$ cat src/rtl/oq_fifo2mem_writer.sv
// Writes cropped packet words into per-queue circular SRAM regions, prepends a
// length header, tracks per-queue occupancy and drops packets that cannot fit.
//
// state | meaning
// IDLE  | waiting for the first word of a packet; admission decided here
// WRITE | storing data words of an admitted packet
// DROP  | consuming the rest of a rejected packet without writing
// HDR   | writing the length header and committing the packet
module oq_fifo2mem_writer #(
    parameter int DATA_WIDTH     = 256,
    parameter int BYTE_CNT_WIDTH = 6,
    parameter int NUM_QUEUES     = 5,
    parameter int QUEUE_ID_WIDTH = 3,
    parameter int MEM_ADDR_WIDTH = 19,
    parameter int QUEUE_SIZE     = 104857,
    parameter int MAX_PKT_WORDS  = 48
) (
    input  logic                      clk,
    input  logic                      reset,
    input  logic [DATA_WIDTH-1:0]     din_data,
    input  logic [BYTE_CNT_WIDTH-1:0] din_bytes,
    input  logic                      din_last,
    input  logic [NUM_QUEUES-1:0]     din_oq,
    input  logic                      din_valid,
    output logic                      din_ready,
    output logic                      mem_wr_en,
    output logic [MEM_ADDR_WIDTH-1:0] mem_wr_addr,
    output logic [DATA_WIDTH-1:0]     mem_wr_data,
    input  logic                      free_valid,
    input  logic [QUEUE_ID_WIDTH-1:0] free_queue,
    input  logic [MEM_ADDR_WIDTH-1:0] free_words,
    output logic                      pkt_commit,
    output logic [QUEUE_ID_WIDTH-1:0] commit_queue,
    output logic [MEM_ADDR_WIDTH-1:0] commit_words,
    output logic                      pkt_drop,
    output logic [QUEUE_ID_WIDTH-1:0] drop_queue
);

    // A queue admits a packet only if a worst-case packet plus header still fits.
    localparam int OCC_LIMIT = QUEUE_SIZE - MAX_PKT_WORDS - 1;

    typedef enum logic [1:0] {IDLE, WRITE, DROP, HDR} state_t;

    state_t state, state_nxt;

    logic [MEM_ADDR_WIDTH-1:0] wr_ptr  [NUM_QUEUES];
    logic [MEM_ADDR_WIDTH-1:0] occ     [NUM_QUEUES];
    logic [MEM_ADDR_WIDTH-1:0] occ_nxt [NUM_QUEUES];

    logic [QUEUE_ID_WIDTH-1:0] cur_q;
    logic [MEM_ADDR_WIDTH-1:0] hdr_addr;
    logic [MEM_ADDR_WIDTH-1:0] nxt_addr;
    logic [15:0]               wcnt;
    logic [15:0]               bytes;
    logic                      trunc;

    logic [QUEUE_ID_WIDTH-1:0] sel_q;
    logic                      sel_none;
    logic                      admit;
    logic                      accept;
    logic                      do_data_wr;
    logic                      do_hdr_wr;
    logic                      do_drop;
    logic [QUEUE_ID_WIDTH-1:0] wr_q;
    logic [MEM_ADDR_WIDTH-1:0] data_addr;
    logic [DATA_WIDTH-1:0]     hdr_word;

    function automatic logic [MEM_ADDR_WIDTH-1:0] region_base(input logic [QUEUE_ID_WIDTH-1:0] q);
        return MEM_ADDR_WIDTH'(int'(q) * QUEUE_SIZE);
    endfunction

    function automatic logic [MEM_ADDR_WIDTH-1:0] next_addr(input logic [MEM_ADDR_WIDTH-1:0] a,
                                                           input logic [QUEUE_ID_WIDTH-1:0] q);
        logic [MEM_ADDR_WIDTH-1:0] b;
        b = region_base(q);
        return (a == b + MEM_ADDR_WIDTH'(QUEUE_SIZE - 1)) ? b : a + 1'b1;
    endfunction

    always_comb begin
        sel_q    = '0;
        sel_none = 1'b1;
        for (int i = NUM_QUEUES - 1; i >= 0; i--) begin
            if (din_oq[i]) begin
                sel_q    = QUEUE_ID_WIDTH'(i);
                sel_none = 1'b0;
            end
        end
        admit = !sel_none && (occ[sel_q] <= MEM_ADDR_WIDTH'(OCC_LIMIT));
    end

    assign accept = din_valid && !reset && (state != HDR);

    always_ff @(posedge clk) begin
        if (reset) state <= IDLE;
        else       state <= state_nxt;
    end

    always_comb begin
        state_nxt = state;
        case (state)
            IDLE: begin
                if (accept) begin
                    if (admit) state_nxt = din_last ? HDR : WRITE;
                    else       state_nxt = din_last ? IDLE : DROP;
                end
            end
            WRITE:   if (accept && din_last) state_nxt = HDR;
            DROP:    if (accept && din_last) state_nxt = IDLE;
            HDR:     state_nxt = IDLE;
            default: state_nxt = IDLE;
        endcase
    end

    always_comb begin
        din_ready  = 1'b0;
        do_data_wr = 1'b0;
        do_hdr_wr  = 1'b0;
        do_drop    = 1'b0;
        case (state)
            IDLE: begin
                din_ready  = !reset;
                do_data_wr = accept && admit;
                do_drop    = accept && !admit;
            end
            WRITE: begin
                din_ready  = !reset;
                do_data_wr = accept && (wcnt < 16'(MAX_PKT_WORDS));
            end
            DROP:    din_ready = !reset;
            HDR:     do_hdr_wr = 1'b1;
            default: din_ready = 1'b0;
        endcase
    end

    assign wr_q      = (state == IDLE) ? sel_q : cur_q;
    assign data_addr = (state == IDLE) ? next_addr(wr_ptr[sel_q], sel_q) : nxt_addr;

    always_comb begin
        hdr_word        = '0;
        hdr_word[15:0]  = bytes;
        hdr_word[31:16] = wcnt;
        hdr_word[32]    = trunc;
    end

    // Occupancy counts a write when it is scheduled, so admission sees in-flight words.
    always_comb begin
        logic                    inc;
        logic [MEM_ADDR_WIDTH:0] sum;
        logic [MEM_ADDR_WIDTH:0] dec;
        for (int i = 0; i < NUM_QUEUES; i++) begin
            inc        = (do_data_wr || do_hdr_wr) && (wr_q == QUEUE_ID_WIDTH'(i));
            sum        = {1'b0, occ[i]} + (MEM_ADDR_WIDTH + 1)'(inc);
            dec        = (free_valid && free_queue == QUEUE_ID_WIDTH'(i)) ? {1'b0, free_words} : '0;
            occ_nxt[i] = (dec > sum) ? '0 : MEM_ADDR_WIDTH'(sum - dec);
        end
    end

    always_ff @(posedge clk) begin
        if (reset) begin
            mem_wr_en    <= 1'b0;
            mem_wr_addr  <= '0;
            mem_wr_data  <= '0;
            pkt_commit   <= 1'b0;
            commit_queue <= '0;
            commit_words <= '0;
            pkt_drop     <= 1'b0;
            drop_queue   <= '0;
            cur_q        <= '0;
            hdr_addr     <= '0;
            nxt_addr     <= '0;
            wcnt         <= '0;
            bytes        <= '0;
            trunc        <= 1'b0;
            for (int i = 0; i < NUM_QUEUES; i++) begin
                wr_ptr[i] <= MEM_ADDR_WIDTH'(i * QUEUE_SIZE);
                occ[i]    <= '0;
            end
        end else begin
            mem_wr_en  <= do_data_wr || do_hdr_wr;
            pkt_commit <= do_hdr_wr;
            pkt_drop   <= do_drop;
            for (int i = 0; i < NUM_QUEUES; i++) occ[i] <= occ_nxt[i];

            if (do_data_wr) begin
                mem_wr_addr <= data_addr;
                mem_wr_data <= din_data;
                nxt_addr    <= next_addr(data_addr, wr_q);
            end else if (do_hdr_wr) begin
                mem_wr_addr <= hdr_addr;
                mem_wr_data <= hdr_word;
            end

            if (do_drop) drop_queue <= sel_q;

            if (state == IDLE && do_data_wr) begin
                cur_q    <= sel_q;
                hdr_addr <= wr_ptr[sel_q];
                wcnt     <= 16'd1;
                bytes    <= 16'(din_bytes);
                trunc    <= 1'b0;
            end else if (state == WRITE && accept) begin
                if (do_data_wr) begin
                    wcnt  <= wcnt + 16'd1;
                    bytes <= bytes + 16'(din_bytes);
                end else begin
                    trunc <= 1'b1;
                end
            end

            if (do_hdr_wr) begin
                wr_ptr[cur_q] <= nxt_addr;
                commit_queue  <= cur_q;
                commit_words  <= MEM_ADDR_WIDTH'(wcnt) + 1'b1;
            end
        end
    end

endmodule

$ cat config.mk
export PLATFORM = sky130hd
export DESIGN_NAME = oq_fifo2mem_writer
export DESIGN_NICKNAME = d
export VERILOG_FILES = /design/src/rtl/oq_fifo2mem_writer.sv
export SDC_FILE = /design/constraint.sdc
export NUM_CORES = 2
export LEC_CHECK = 0
export BUFFER_PORTS_ARGS = -buffer_cell sky130_fd_sc_hd__buf_4
export CORE_MARGIN = 2
export CORE_UTILIZATION = 40
export DETAILED_ROUTE_END_ITERATION = 12
export MAX_ROUTING_LAYER = met4
export PLACE_DENSITY = 0.63
export SLEW_MARGIN = 20
export SYNTH_ARGS = -nofsm -noshare
export SYNTH_HDL_FRONTEND = slang
export SYNTH_SLANG_ARGS = --single-unit
export TNS_END_PERCENT = 1
$ cat constraint.sdc
create_clock -name clk -period 13.8 [get_ports clk]
set_clock_uncertainty 0.2 [all_clocks]
set_input_delay 2.07 -clock clk [delete_from_list [all_inputs] [get_ports clk]]
set_output_delay 2.07 -clock clk [all_outputs]
set_load 0.05 [all_outputs]
== Word-level counts from Yosys, hierarchy flattened ==
Memories as Yosys holds them, arrays and structs flattened.
Cells that the tools add are included.

* Register bits after elaboration: 379
* RAM bits: 190
* Input bits: 294
* Output and inout port bits: 304
* Word-level logic and storage cells: 163
* Memories: 2

{| class="wikitable"
|+ Memory list
! name !! depth !! bits a word !! rd ports !! clocked after Yosys merged registers in !! write ports !! line !! text
|-
| occ || 5 || 19 || 6 || 0 || 5 || 47 || <nowiki>logic [MEM_ADDR_WIDTH-1:0] occ [NUM_QUEUES];</nowiki>
|-
| wr_ptr || 5 || 19 || 1 || 0 || 5 || 46 || <nowiki>logic [MEM_ADDR_WIDTH-1:0] wr_ptr [NUM_QUEUES];</nowiki>
|}

* $add $sub $neg: 17
* $mul: 2
* Magnitude comparators: 7
* Equality and inequality tests: 17
* Multiplexer cells: 59
* Bitwise gates (word level): 6
* Reductions and logical operators: 36

{| class="wikitable"
|+ Operator list
! kind !! count
|-
| 256-bit 2-to-1 mux || 2
|-
| 19-bit 2-to-1 mux || 21
|-
| 19-bit by 1-bit adder with 20-bit output || 5
|-
| 19-bit by 20-bit greater-than comparator with 1-bit output || 5
|-
| 19-bit subtractor || 5
|-
| 19-bit by 1-bit adder with 19-bit output (second input constant) || 2
|-
| 19-bit by 17-bit adder with 19-bit output (second input constant) || 2
|-
| 19-bit == test || 2
|-
| 3-bit by 17-bit multiplier with 19-bit output (second input constant) || 2
|-
| 3-bit 2-to-1 mux || 7
|-
| 19-bit by 17-bit less-or-equal comparator with 1-bit output (second input constant) || 1
|-
| 1-bit logical AND || 19
|-
| 19-bit OR reduction || 1
|-
| 1-bit 2-to-1 mux || 18
|-
| 6-bit 2-to-1 mux || 3
|-
| 16-bit by 1-bit adder with 17-bit output (second input constant) || 1
|-
| 16-bit by 1-bit adder with 16-bit output (second input constant) || 1
|-
| 16-bit by 6-bit adder with 16-bit output || 1
|-
| 16-bit by 6-bit < comparator with 1-bit output (second input constant) || 1
|-
| 3-bit by 2-bit == test with 1-bit output (second input constant) || 4
|-
| 2-bit 2-to-1 mux || 6
|-
| 2-bit inequality test (second input constant) || 4
|-
| 2-bit case mux with 4 select lines || 1
|-
| 3-bit by 1-bit == test with 1-bit output (second input constant) || 2
|-
| other kinds (15) || 28
|}

== Logic depth before layout (Yosys ltp) ==
An unclocked memory read counts as a cell.

* Depth in word-level cells: 16
* Mapped depth: 38
* Mapped depth without buffers: 34

== Least setup slack after synthesis ==
Ideal clock, no wire load.

* Kind: input to register
* Start point: input din_oq[0]
* End point: memory occ[1][17]
* Library setup time: 0.121 ns
* Arrival: 8.349 ns
* Required time: 13.479 ns
* Setup slack: 5.130 ns
* Cell stages on the path: 34
* Buffers on the path: 5
* Cell sequence: buf_2 > clkbuf_1 > nor2_1 > o21ai_0 > clkinv_1 > clkbuf_1 > o22ai_1 > a32oi_1 > o211ai_1 > a31oi_1 > a31oi_1 > or2_2 > clkbuf_1 > and2_1 > clkbuf_1 > nand2_1 > and3_1 > ha_1 > ha_1 > ha_1 > nor2b_1 > o21ai_0 > a21oi_1 > o21ai_0 > a21boi_0 > o21ai_0 > a21boi_0 > o21ai_0 > a21boi_0 > o211ai_1 > a21oi_1 > a2111oi_0 > a21oi_1 > mux2_2

{| class="wikitable"
|+ RTL lines
! item !! line !! text
|-
| from (decl) || 23 || <nowiki>input logic [NUM_QUEUES-1:0] din_oq,</nowiki>
|-
| to (decl) || 47 ||
|}

==> run_results.csv <==
group,metric,value,unit
status,outcome,"finished, final reports clean",
timing,final_min_period_over_clock_period,72.7,%
global_routing,largest_net_degree_at_the_start_of_global_routing,213,
timing,timing.setup.tns,0,ps
worst_setup_path,worstPathBufferInverterCount,3,
placement,place.gp.congestion,1.02,
timing,fin_hold_ws,240,ps
timing,period_minus_slack,10030,ps
clock_tree,cts_tree,"done",
yosys,synthTopCellsByCount,"sky130_fd_sc_hd__nand2_1, sky130_fd_sc_hd__dfxtp_1, sky130_fd_sc_hd__a21oi_1",
global_routing,grt_first_pass_wirelength,197000,um
worst_setup_path,worst_setup_path_end_kind,"flop",
layout,drive_gt1_share,17.9,%
clock_tree,tritoncts.num_buffers,70,
drt,via_per_inst,5.57,
yosys,syn_avg_cell_area,8.13,um2
yosys,most_common_cell_in_the_netlist,"sky130_fd_sc_hd__nand2_1",
run,drv_cap,0,
yosys,yosys_warnings,0,
global_routing,antenna_found_initial,8,
clock_tree,postCtsSetupBuffers,0,
layout,design.final.nets,5146,
clock_tree,cts_sinks,572,
hold_path,min_from,"commit_words[16]$_SDFFE_PP0P_",
worst_setup_path,path_class,"in -> reg",
global_routing,groute.usage.overall,31.5,%
floorplan,initial_utilization,40.4,%
yosys,seq_area_frac_synth,36.9,%
floorplan,top_level_ports,598,
yosys,synth-async-reset-ratio,0,%
worst_setup_path,critical-path-top-delay-family,"compound AO/OA/AOI/OAI gates",
clock_tree,root_buffer,"sky130_fd_sc_hd__clkbuf_16",
floorplan,die_area,86700,um2
worst_setup_path,timing.critical_path.from,"din_oq[1]",
layout,syn2layout_area_growth,22.5,%
clock_tree,clkLatencyLatePin,640,ps
drt,detailroute.via_count,32100,
timing,final_max_slew_viol_count,0,
global_routing,grt_remaining_overflow,0,
clock_tree,hold_buffers,0,
worst_setup_path,timing.critical_path.fanout_max,52,
pwr,peakVddDrop,0.000104,V
floorplan,die_width,294,um
placement,io_buffer_count,595,
drt,drt-initial-drc-count,3303,
worst_setup_path,worst_path_most_repeated_cell,"sky130_fd_sc_hd__o21ai_0",
timing,setup_viol,0,
worst_setup_path,critPathRequiredTime,14110,ps
pwr,power_density,167,nW/um2
floorplan,fp.dieH,294,um
timing,worst_slew_pin_slew,1120,ps
timing,rsz0062_at_grt,"false",
yosys,syn-cell-area,33700,um2
yosys,yosys.area.top_type_share,28.0,%
floorplan,core_area,83600,um2
timing,timing.final.hold_violations,0,
yosys,synth_top_area_cell,"sky130_fd_sc_hd__dfxtp_1",
yosys,netlist_top_cells_area,"sky130_fd_sc_hd__dfxtp_1, sky130_fd_sc_hd__edfxtp_1, sky130_fd_sc_hd__ha_1",
global_routing,number_of_global_route_vias_before_repair,30100,
worst_setup_path,start_kind,"input port",
drt,count_of_unresolved_drc_violations_after_routing,0,
timing,max-slew-margin-rel,25.4,%
yosys,synth_enable_flop_cells,100,
clock_tree,cts_max_path_bufs,3,
worst_setup_path,critPathSlowestCell,"sky130_fd_sc_hd__a2111oi_0",
yosys,synthFlopType,"sky130_fd_sc_hd__dfxtp_1",
floorplan,placementRows,106,
clock_tree,post_cts.resized_instances,0,
timing,fmax,99.7,MHz
worst_setup_path,critical-path-max-stage-delay,680,ps
yosys,synth_register_bits,572,
yosys,synthCells,4153,
clock_tree,clk_transition_reported_paths,60,ps
drt,drt_antenna_net_count,0,
yosys,synth.lib_cells_used.distinct,110,
pwr,power.static_leakage,18.0,nW
clock_tree,h-tree-depth,3,
drt,route.detailed.wl_per_inst,24.0,um
worst_setup_path,r2r_start,"occ[1][1]$_SDFF_PP0_",
drt,detailed_routing_iteration_count_for_the_pre_antenna_repair_pass,8,
drt,drt-total-wl,138000,um
hold_path,worstHoldPathType,"reg -> reg",
worst_setup_path,ff2ff_setup_slack,5700,ps
worst_setup_path,cp.arrival,10340,ps
placement,dp_hpwl,104000,um
## flip-flops by register name, summed over array words and instances (netlist names), 2 cells and up
register / count
mem_wr_data: 256
wcnt: 16
bytes: 16
drop_queue: 3
state: 2
cur_q: 3
mem_wr_addr: 19
occ: 95
wr_ptr: 100
commit_queue: 3
hdr_addr: 19
commit_words: 17
nxt_addr: 19
## area by class of cell
cell class	instances	area, um2
diodes	2	5.00
clock buffers	99	1990
clock inverters	31	395
fillers	8247	42200
inverters	267	1000
multi-input cells	3080	19400
flip-flops and latches	572	12500
well taps	1080	1350
repair buffers	630	4750
## kinds of logic after synthesis
kind of cell / count (synthesis) / synth area share (%)
DFF: 572 / 36.9
and+or+nand+nor: 1732 / 24.9
adders and majority gates: 231 / 8.70
muxes: 55 / 1.71
other: 1 / 0.0111
xor gates and xnor gates: 246 / 6.51
buffers and inverters: 502 / 5.82
AOI/OAI and AO/OA: 814 / 15.4
## layout by cell type (no fill, tap or decap), types with 11 or more instances in the layout
master,instances
sky130_fd_sc_hd__buf_4,628
sky130_fd_sc_hd__nand2_1,558
sky130_fd_sc_hd__dfxtp_1,472
sky130_fd_sc_hd__a21oi_1,368
sky130_fd_sc_hd__nor2_1,336
sky130_fd_sc_hd__nand3_1,310
sky130_fd_sc_hd__inv_1,263
sky130_fd_sc_hd__ha_1,225
sky130_fd_sc_hd__xnor2_1,138
sky130_fd_sc_hd__o21ai_0,109
sky130_fd_sc_hd__xor2_1,104
sky130_fd_sc_hd__edfxtp_1,100
sky130_fd_sc_hd__and2_1,92
sky130_fd_sc_hd__clkbuf_16,70
sky130_fd_sc_hd__nor3_1,67
sky130_fd_sc_hd__nand2b_1,66
sky130_fd_sc_hd__nor2b_1,63
sky130_fd_sc_hd__a21o_1,57
sky130_fd_sc_hd__and3_1,55
sky130_fd_sc_hd__mux2i_1,45
sky130_fd_sc_hd__a311oi_1,40
sky130_fd_sc_hd__nand4_1,37
sky130_fd_sc_hd__a211oi_1,34
sky130_fd_sc_hd__nand3b_1,26
sky130_fd_sc_hd__o211ai_1,18
sky130_fd_sc_hd__and3b_1,17
sky130_fd_sc_hd__a31oi_1,16
sky130_fd_sc_hd__a22oi_1,16
sky130_fd_sc_hd__nor3b_1,15
sky130_fd_sc_hd__clkbuf_1,15
sky130_fd_sc_hd__o21a_1,14
sky130_fd_sc_hd__nor4_1,13
sky130_fd_sc_hd__clkbuf_8,13
sky130_fd_sc_hd__clkinv_2,13
sky130_fd_sc_hd__a221oi_1,12
sky130_fd_sc_hd__a31o_2,11
sky130_fd_sc_hd__or2_2,11
sky130_fd_sc_hd__or3_1,11
## worst min-delay path, delay by kind of cell (launching register included)
family        cells  cell delay, ps
simple gates      2              90
flops             1             310
## worst paths after layout
path,to,depth (start not counted)
setup / recovery,occ[1][17]$_SDFF_PP0_,33
hold / removal,commit_words[16]$_SDFFE_PP0P_,2
setup reg to reg,occ[1][17]$_SDFF_PP0_,30
hold reg to reg,commit_words[16]$_SDFFE_PP0P_,2
## layer usage
| layer | wire length, um | global-route usage, % |
|---|---|---|
| met1 | 56600 | 39.8 |
| met2 | 61600 | 46.9 |
| met3 | 13500 | 8.79 |
| met4 | 6420 | 13.4 |
| met5 | 0 | - |
## power breakdown
part           switching (W)  internal, W
combinational        0.00178      0.00101
sequential          0.000257      0.00193
clock               0.000815      0.00110
## stage by stage
stage	area (um2)	instances	setup slack (ps)	power, W	utilization (%)
finish	41400	5761	3770	0.00689	49.5
global route	41400	5761	3120	0.00722	49.5
CTS	41400	5759	3950	0.00687	49.5
detailed placement	39000	5629	3370	0.00495	46.6
global placement	39000	5629	3560	0.00494	46.6
floorplan	33800	4154	5130	0.00410	-
(Power assumes the default switching activity.)
